File: config.mk
export PLATFORM = sky130hd
export DESIGN_NAME = scan_chain_controller_flat
export DESIGN_NICKNAME = d
export VERILOG_FILES = /design/src/rtl/scan_chain_controller_pkg.sv /design/src/rtl/scan_chain_controller_if.sv /design/src/rtl/scan_chain_controller_shifter.sv /design/src/rtl/scan_chain_controller.sv /design/src/flat_wrapper.sv
export SDC_FILE = /design/constraint.sdc
export NUM_CORES = 1
export LEC_CHECK = 0
export ABC_AREA = 1
export CAP_MARGIN = 20
export CORE_ASPECT_RATIO = 1.25
export CORE_MARGIN = 10
export CORE_UTILIZATION = 25
export DETAILED_ROUTE_END_ITERATION = 12
export REMOVE_ABC_BUFFERS = 1
export SETUP_SLACK_MARGIN = 0.05
export SYNTH_ARGS = -nofsm -noshare
export SYNTH_HDL_FRONTEND = slang
export SYNTH_SLANG_ARGS = --single-unit
File: constraint.sdc
create_clock -name clock -period 1.85 [get_ports clock]
set_input_delay 0.4625 -clock clock [delete_from_list [all_inputs] [get_ports clock]]
set_output_delay 0.4625 -clock clock [all_outputs]
set_load 0.05 [all_outputs]
File: src/rtl/scan_chain_controller_pkg.sv
// Shared types and sizing for the register-file scan chain controller.
package scan_chain_controller_pkg;

  localparam int DATA_BUS_WIDTH                    = 8;
  localparam int GENERAL_REGISTERS                 = 4;
  localparam int REGISTERS_IN_BANK_WITH_SCAN_CHAIN = 8;
  localparam int SCAN_BYTE_WIDTH                   = 8;

  // The chain covers the general registers followed by the scanned bank registers.
  localparam int DEFAULT_CHAIN_BITS =
    (GENERAL_REGISTERS + REGISTERS_IN_BANK_WITH_SCAN_CHAIN) * DATA_BUS_WIDTH;

  typedef enum logic [1:0] {
    IDLE,
    LOAD,
    SHIFT,
    EMIT
  } scan_state_e;

  typedef logic [SCAN_BYTE_WIDTH-1:0] scan_byte_t;

endpackage

File: src/rtl/scan_chain_controller_if.sv
// Byte-wide host port of the scan chain controller: session start, byte streams, status.
interface scan_chain_controller_if;
  import scan_chain_controller_pkg::*;

  logic       start;
  scan_byte_t in_data;
  logic       in_valid;
  logic       in_ready;
  scan_byte_t out_data;
  logic       out_valid;
  logic       out_ready;
  logic       busy;
  logic       done;

  modport master (
    output start, in_data, in_valid, out_ready,
    input  in_ready, out_data, out_valid, busy, done
  );

  modport slave (
    input  start, in_data, in_valid, out_ready,
    output in_ready, out_data, out_valid, busy, done
  );

endinterface

File: src/rtl/scan_chain_controller_shifter.sv
// Per-byte serialiser/deserialiser: presents one TX bit per shift, captures the chain tail LSB first.
module scan_byte_shifter
  import scan_chain_controller_pkg::*;
(
  input  logic       clock,
  input  logic       reset,
  input  logic       load,
  input  logic       shift,
  input  scan_byte_t load_data,
  input  logic       serial_in,
  output logic       scan_in,
  output scan_byte_t rx_next,
  output logic       last_bit
);

  localparam int CNT_W = $clog2(SCAN_BYTE_WIDTH);

  logic [SCAN_BYTE_WIDTH-2:0] tx_sr;
  logic [SCAN_BYTE_WIDTH-2:0] rx_sr;
  logic [CNT_W-1:0]           bit_cnt;

  always_ff @(posedge clock or posedge reset) begin
    if (reset) begin
      bit_cnt <= '0;
      scan_in <= 1'b0;
    end else if (load) begin
      bit_cnt <= '0;
      scan_in <= load_data[0];
    end else if (shift) begin
      bit_cnt <= bit_cnt + CNT_W'(1);
      scan_in <= tx_sr[0];
    end
  end

  // Bit 0 goes straight to scan_in on load, so only the remaining bits are held here.
  always_ff @(posedge clock) begin
    if (load) begin
      tx_sr <= load_data[SCAN_BYTE_WIDTH-1:1];
    end else if (shift) begin
      tx_sr <= tx_sr >> 1;
    end
    if (shift) begin
      rx_sr <= rx_next[SCAN_BYTE_WIDTH-1:1];
    end
  end

  assign rx_next  = {serial_in, rx_sr};
  assign last_bit = (bit_cnt == CNT_W'(SCAN_BYTE_WIDTH - 1));

endmodule

File: src/rtl/scan_chain_controller.sv
// Scan chain session controller: swaps a full chain image byte by byte with the host.
module scan_chain_controller
  import scan_chain_controller_pkg::*;
#(
  parameter int CHAIN_BITS = DEFAULT_CHAIN_BITS
) (
  input  logic                    clock,
  input  logic                    reset,
  scan_chain_controller_if.slave  host,
  output logic                    test,
  output logic                    scan_in,
  input  logic                    scan_out
);

  localparam int BYTE_COUNT = CHAIN_BITS / SCAN_BYTE_WIDTH;
  localparam int BYTE_CNT_W = (BYTE_COUNT > 1) ? $clog2(BYTE_COUNT) : 1;
  localparam logic [BYTE_CNT_W-1:0] LAST_BYTE = BYTE_CNT_W'(BYTE_COUNT - 1);

  if ((CHAIN_BITS % SCAN_BYTE_WIDTH) != 0 || CHAIN_BITS <= 0) begin : g_chain_bits_check
    $error("CHAIN_BITS must be a positive multiple of the scan byte width");
  end

  scan_state_e           state;
  scan_state_e           state_next;
  logic [BYTE_CNT_W-1:0] byte_cnt;
  logic                  session_start;
  logic                  load;
  logic                  shift;
  logic                  next_byte;
  logic                  finish;
  logic                  last_bit;
  scan_byte_t            rx_next;

  scan_byte_shifter u_shifter (
    .clock     (clock),
    .reset     (reset),
    .load      (load),
    .shift     (shift),
    .load_data (host.in_data),
    .serial_in (scan_out),
    .scan_in   (scan_in),
    .rx_next   (rx_next),
    .last_bit  (last_bit)
  );

  always_comb begin
    state_next    = state;
    session_start = 1'b0;
    load          = 1'b0;
    shift         = 1'b0;
    next_byte     = 1'b0;
    finish        = 1'b0;
    case (state)
      IDLE: begin
        if (host.start) begin
          session_start = 1'b1;
          state_next    = LOAD;
        end
      end
      LOAD: begin
        if (host.in_valid) begin
          load       = 1'b1;
          state_next = SHIFT;
        end
      end
      SHIFT: begin
        shift = 1'b1;
        if (last_bit) begin
          state_next = EMIT;
        end
      end
      EMIT: begin
        if (host.out_ready) begin
          if (byte_cnt == LAST_BYTE) begin
            finish     = 1'b1;
            state_next = IDLE;
          end else begin
            next_byte  = 1'b1;
            state_next = LOAD;
          end
        end
      end
      default: state_next = IDLE;
    endcase
  end

  // test only rises on a byte load and falls on its eighth shift, so stalls never shift the chain.
  always_ff @(posedge clock or posedge reset) begin
    if (reset) begin
      state         <= IDLE;
      byte_cnt      <= '0;
      test          <= 1'b0;
      host.done     <= 1'b0;
      host.out_data <= '0;
    end else begin
      state     <= state_next;
      host.done <= finish;
      if (session_start) begin
        byte_cnt <= '0;
      end else if (next_byte) begin
        byte_cnt <= byte_cnt + BYTE_CNT_W'(1);
      end
      if (load) begin
        test <= 1'b1;
      end else if (shift && last_bit) begin
        test <= 1'b0;
      end
      if (shift && last_bit) begin
        host.out_data <= rx_next;
      end
    end
  end

  assign host.in_ready  = (state == LOAD);
  assign host.out_valid = (state == EMIT);
  assign host.busy      = (state != IDLE);

endmodule

File: src/flat_wrapper.sv
// flat-port wrapper written by rule: the top's interface ports become plain ports
module scan_chain_controller_flat import scan_chain_controller_pkg::*;
#(
  parameter int CHAIN_BITS = DEFAULT_CHAIN_BITS
)
  (clock, reset, test, scan_in, scan_out, host_start, host_in_data, host_in_valid, host_out_ready, host_in_ready, host_out_data, host_out_valid, host_busy, host_done);
  scan_chain_controller_if host_i ();
  input  logic clock;
  input  logic reset;
  output logic test;
  output logic scan_in;
  input  logic scan_out;
  input wire logic [$bits(host_i.start)-1:0] host_start;
  input wire logic [$bits(host_i.in_data)-1:0] host_in_data;
  input wire logic [$bits(host_i.in_valid)-1:0] host_in_valid;
  input wire logic [$bits(host_i.out_ready)-1:0] host_out_ready;
  output wire logic [$bits(host_i.in_ready)-1:0] host_in_ready;
  output wire logic [$bits(host_i.out_data)-1:0] host_out_data;
  output wire logic [$bits(host_i.out_valid)-1:0] host_out_valid;
  output wire logic [$bits(host_i.busy)-1:0] host_busy;
  output wire logic [$bits(host_i.done)-1:0] host_done;
  assign host_i.start = host_start;
  assign host_i.in_data = host_in_data;
  assign host_i.in_valid = host_in_valid;
  assign host_i.out_ready = host_out_ready;
  assign host_in_ready = host_i.in_ready;
  assign host_out_data = host_i.out_data;
  assign host_out_valid = host_i.out_valid;
  assign host_busy = host_i.busy;
  assign host_done = host_i.done;
  scan_chain_controller #(.CHAIN_BITS(CHAIN_BITS)) u_core (.clock(clock), .reset(reset), .host(host_i), .test(test), .scan_in(scan_in), .scan_out(scan_out));
endmodule
==> results.ini <==
[power]
max-vdd-ir-drop_uv = 641
p_int_mw = 2.35
switchingPower_mw = 1.50
p_sw_share_pct = 38.9
p_seq_share_pct = 34.9
power_mw = 3.84
clockPowerShare_pct = 21.4
power.density_mw_per_mm2 = 1910
leakagePower_nw = 0.954
power_frac_comb_pct = 43.7

[logic_synthesis]
synth-edff-count = 14
synthSimpleGateAreaFrac_pct = 19.3
yosysSeqAreaShare_pct = 61.5
synthTopCellsByArea = dfrtp_1 33%, edfxtp_1 28%, nand2_1 12%, ha_1 6.7%, inv_1 3.5%
synthTopCellsByCount = 47 x nand2_1, 20 x dfrtp_1, 14 x edfxtp_1, 14 x inv_1, 13 x nor2_1
synth_cell_types = 16
synth.most_common_cell = nand2_1
muxShareOfSynthArea_pct = 5.27
ys_seq_elements = 34
synth_fa_ha_area_share_pct = 6.69
yosys_warnings = 0
synth_top_family_by_area = simple AND/OR/NAND/NOR gates
yosysTopAreaCell = dfrtp_1
synthFlopType = dfrtp_1
synth_xor_area_share_pct = 0.585
synth_compound_area_share_pct = 2.01
synthArstFlopShare_pct = 58.8
synthCells = 143
syn_area_mm2 = 0.00150
synth.top_cell.area_share_pct = 33.4
syn_avg_cell_area_um2 = 10.5

[worst_setup_path]
critPathBufInv = 3
cp-start-kind = register
end_kind = output pin
cp.required_ns = 1.39
crit_start = u_core.state[1]$_DFFE_PP0P_
crit_family = flip-flops
path_cells = inv_2, ha_2, buf_4, buf_12
path_max_fanout = 5
cp_slowest_cell = dfrtp_1
slowest_delay_ns = 0.41
rr_startpoint = u_core.state[0]$_DFFE_PP0P_
cp.arrival_ns = 1.27
path_class = reg2out

[cts]
cts_max_level = 2
cts.path.max_buffers = 2
cts_setup_buffers = 0
cts.clk_slew.worst_paths_ns = 0.08
cts_hold_buf = 0
clk_latency_ns = 0.28
root_buffer = clkbuf_8
tritoncts = done
numCtsBuffers = 5
cts.sinks = 34

[sta]
rsz0062_at_grt = true
worstMarginPinSlew_ns = 0.281
period_needed_ns = 1.74
worst_slack_ns = 0.114
hold_viol = 0
finalMaxSlewViolations = 0
fmax_ghz = 0.576
finClkSkew_ns = 0.00682
max-slew-margin-rel_pct = 81.2
finalCritPeriodShare_pct = 93.8
finalSetupViolCount = 0

[global_routing]
grt_overflow = 0
grt_max_degree = 21
antenna_found_initial = 0
first_global_vias = 1070
globalRouteTotalUtil_pct = 6.83
grt_first_pass_wirelength_um = 5020

[drt]
vias_per_cell = 4.19
drtAntennaViolNets = 0
drtIter0Drc = 33
num_vias = 1031
postRouteWirelength_um = 2920
drc = 0
firstDrtPassIters = 4
wl_per_cell_um = 11.9

[worst_hold_path]
min_from = u_core.u_shifter.rx_sr[0]$_DFFE_PN_
hold_class = reg2reg

[floorplanning]
fp.dieW_um = 89.2
start_util_pct = 25.7
ios = 28
die-area_mm2 = 0.00950
coreArea_mm2 = 0.00582
fp-row-count = 31
dieHeight_um = 107

[final_layout]
syn_to_final_growth_pct = 34.2
layout.nets = 201
drive_gt1_share_pct = 21.1
n_antenna_cell = 0
fillers = 594
seqCellArea_um2 = 921
multiInputGateArea_um2 = 512
final_cell_count_no_fill = 246

[placement]
place_inst = 238
gp_congestion = 0.686
dp_slack_ns = 0.0256
dp_hpwl_um = 2200
port_buffers = 27

[job]
max_cap_violations = 0

[run_status]
status = finished clean

[stage by stage]
step	utilization [%]	area (um2)	hold slack (ns)	TNS, ns
2_1_floorplan	-	1480	0.418	-0.659
3_3_place_gp	32.1	1870	0.428	0
3_5_place_dp	32.1	1870	0.430	0
4_1_cts	34.5	2010	0.448	0
5_1_grt	34.5	2010	0.483	0
6_report	34.5	2010	0.444	0
[registers in the layout (all words and copies together), names as in the netlist]
name                      cells
u_core.byte_cnt               4
u_core.host.done              1
u_core.host.out_data          8
u_core.state                  2
u_core.test                   1
u_core.u_shifter.bit_cnt      3
u_core.u_shifter.rx_sr        7
u_core.u_shifter.scan_in      1
u_core.u_shifter.tx_sr        7
[placed cells by master, fill, tap and decap left out]
cell type and count:
nand2_2 2, clkbuf_8 5, ha_2 2, bufinv_16 2, inv_2 2, nor2_1 13, clkinv_4 1, buf_12 3
o21ai_0 4, mux2_4 3, dfrtp_1 20, mux2_2 3, buf_4 15, edfxtp_1 14, xnor2_1 1, nand4_1 1
clkdlybuf4s50_1 13, nand2_1 47, a21oi_1 2, inv_1 12, ha_1 6, nand3_1 9
[layout make-up]
| cell class | count | area share, % |
|---|---|---|
| Tap cell | 66 | 4.11 |
| Timing Repair Buffer | 31 | 15.1 |
| Clock inverter | 3 | 3.43 |
| Inverter | 14 | 2.62 |
| Clock buffer | 5 | 3.43 |
| Multi-Input combinational cell | 93 | 25.5 |
| Sequential cell | 34 | 45.9 |
[repair_timing]
item / in CTS / in global routing
pin swaps: 0 / 0
gates resized for setup: 1 / 3
endpoints found under the setup margin: 1 / 2
[metal layers]
layer  wire, um  share of wire, %  up-vias  global-route usage, %
met2       1410                48       21                   10.7
met4         53               1.8        0                   3.76
met5          0                 0        -                      0
met3        182               6.2        5                   2.98
met1       1270                44      477                   7.51
li1           -                 -      528                      -
[kinds of logic (layout without fill, tap and decap cells)]
kind of cell / after synthesis / in the layout
XOR/XNOR: 1 / 1
multiplexers: 6 / 6
flip-flops: 34 / 34
buffers and inverters: 16 / 53
AO/OA/AOI/OAI: 6 / 6
adder cells (fa/ha/maj): 8 / 8
AND/OR/NAND/NOR: 72 / 72
[power groups by stage]
stage / sequential (mW) / combinational (mW) / clock, mW
4_1_cts: 1.34 / 1.70 / 0.841
3_3_place_gp: 1.35 / 1.68 / 0
2_1_floorplan: 1.70 / 0.760 / 0
6_report: 1.34 / 1.68 / 0.820
5_1_grt: 1.39 / 1.85 / 0.878
3_5_place_dp: 1.35 / 1.70 / 0
[final timing paths]
kind / cells after the start / slack [ns] / end
min reg2reg: 2 / 0.44 / u_core.host.out_data[0]$_DFFE_PP0P_
min in group asynchronous: 3 / 0.50 / u_core.host.done$_DFF_PP0_
max in group asynchronous: 3 / 1.13 / u_core.host.out_data[6]$_DFFE_PP0P_
max: 4 / 0.11 / host_in_ready
max reg2reg: 4 / 0.27 / u_core.u_shifter.tx_sr[1]$_DFFE_PP_
min: 2 / 0.44 / u_core.host.out_data[0]$_DFFE_PP0P_
[tightest hold or removal path, cell delays in order (launching register included)]
cell and delay (ns):
edfxtp_1 0.32, nand2_1 0.05, nand2_1 0.04
Note: power is estimated with default switching activity, not from simulation.
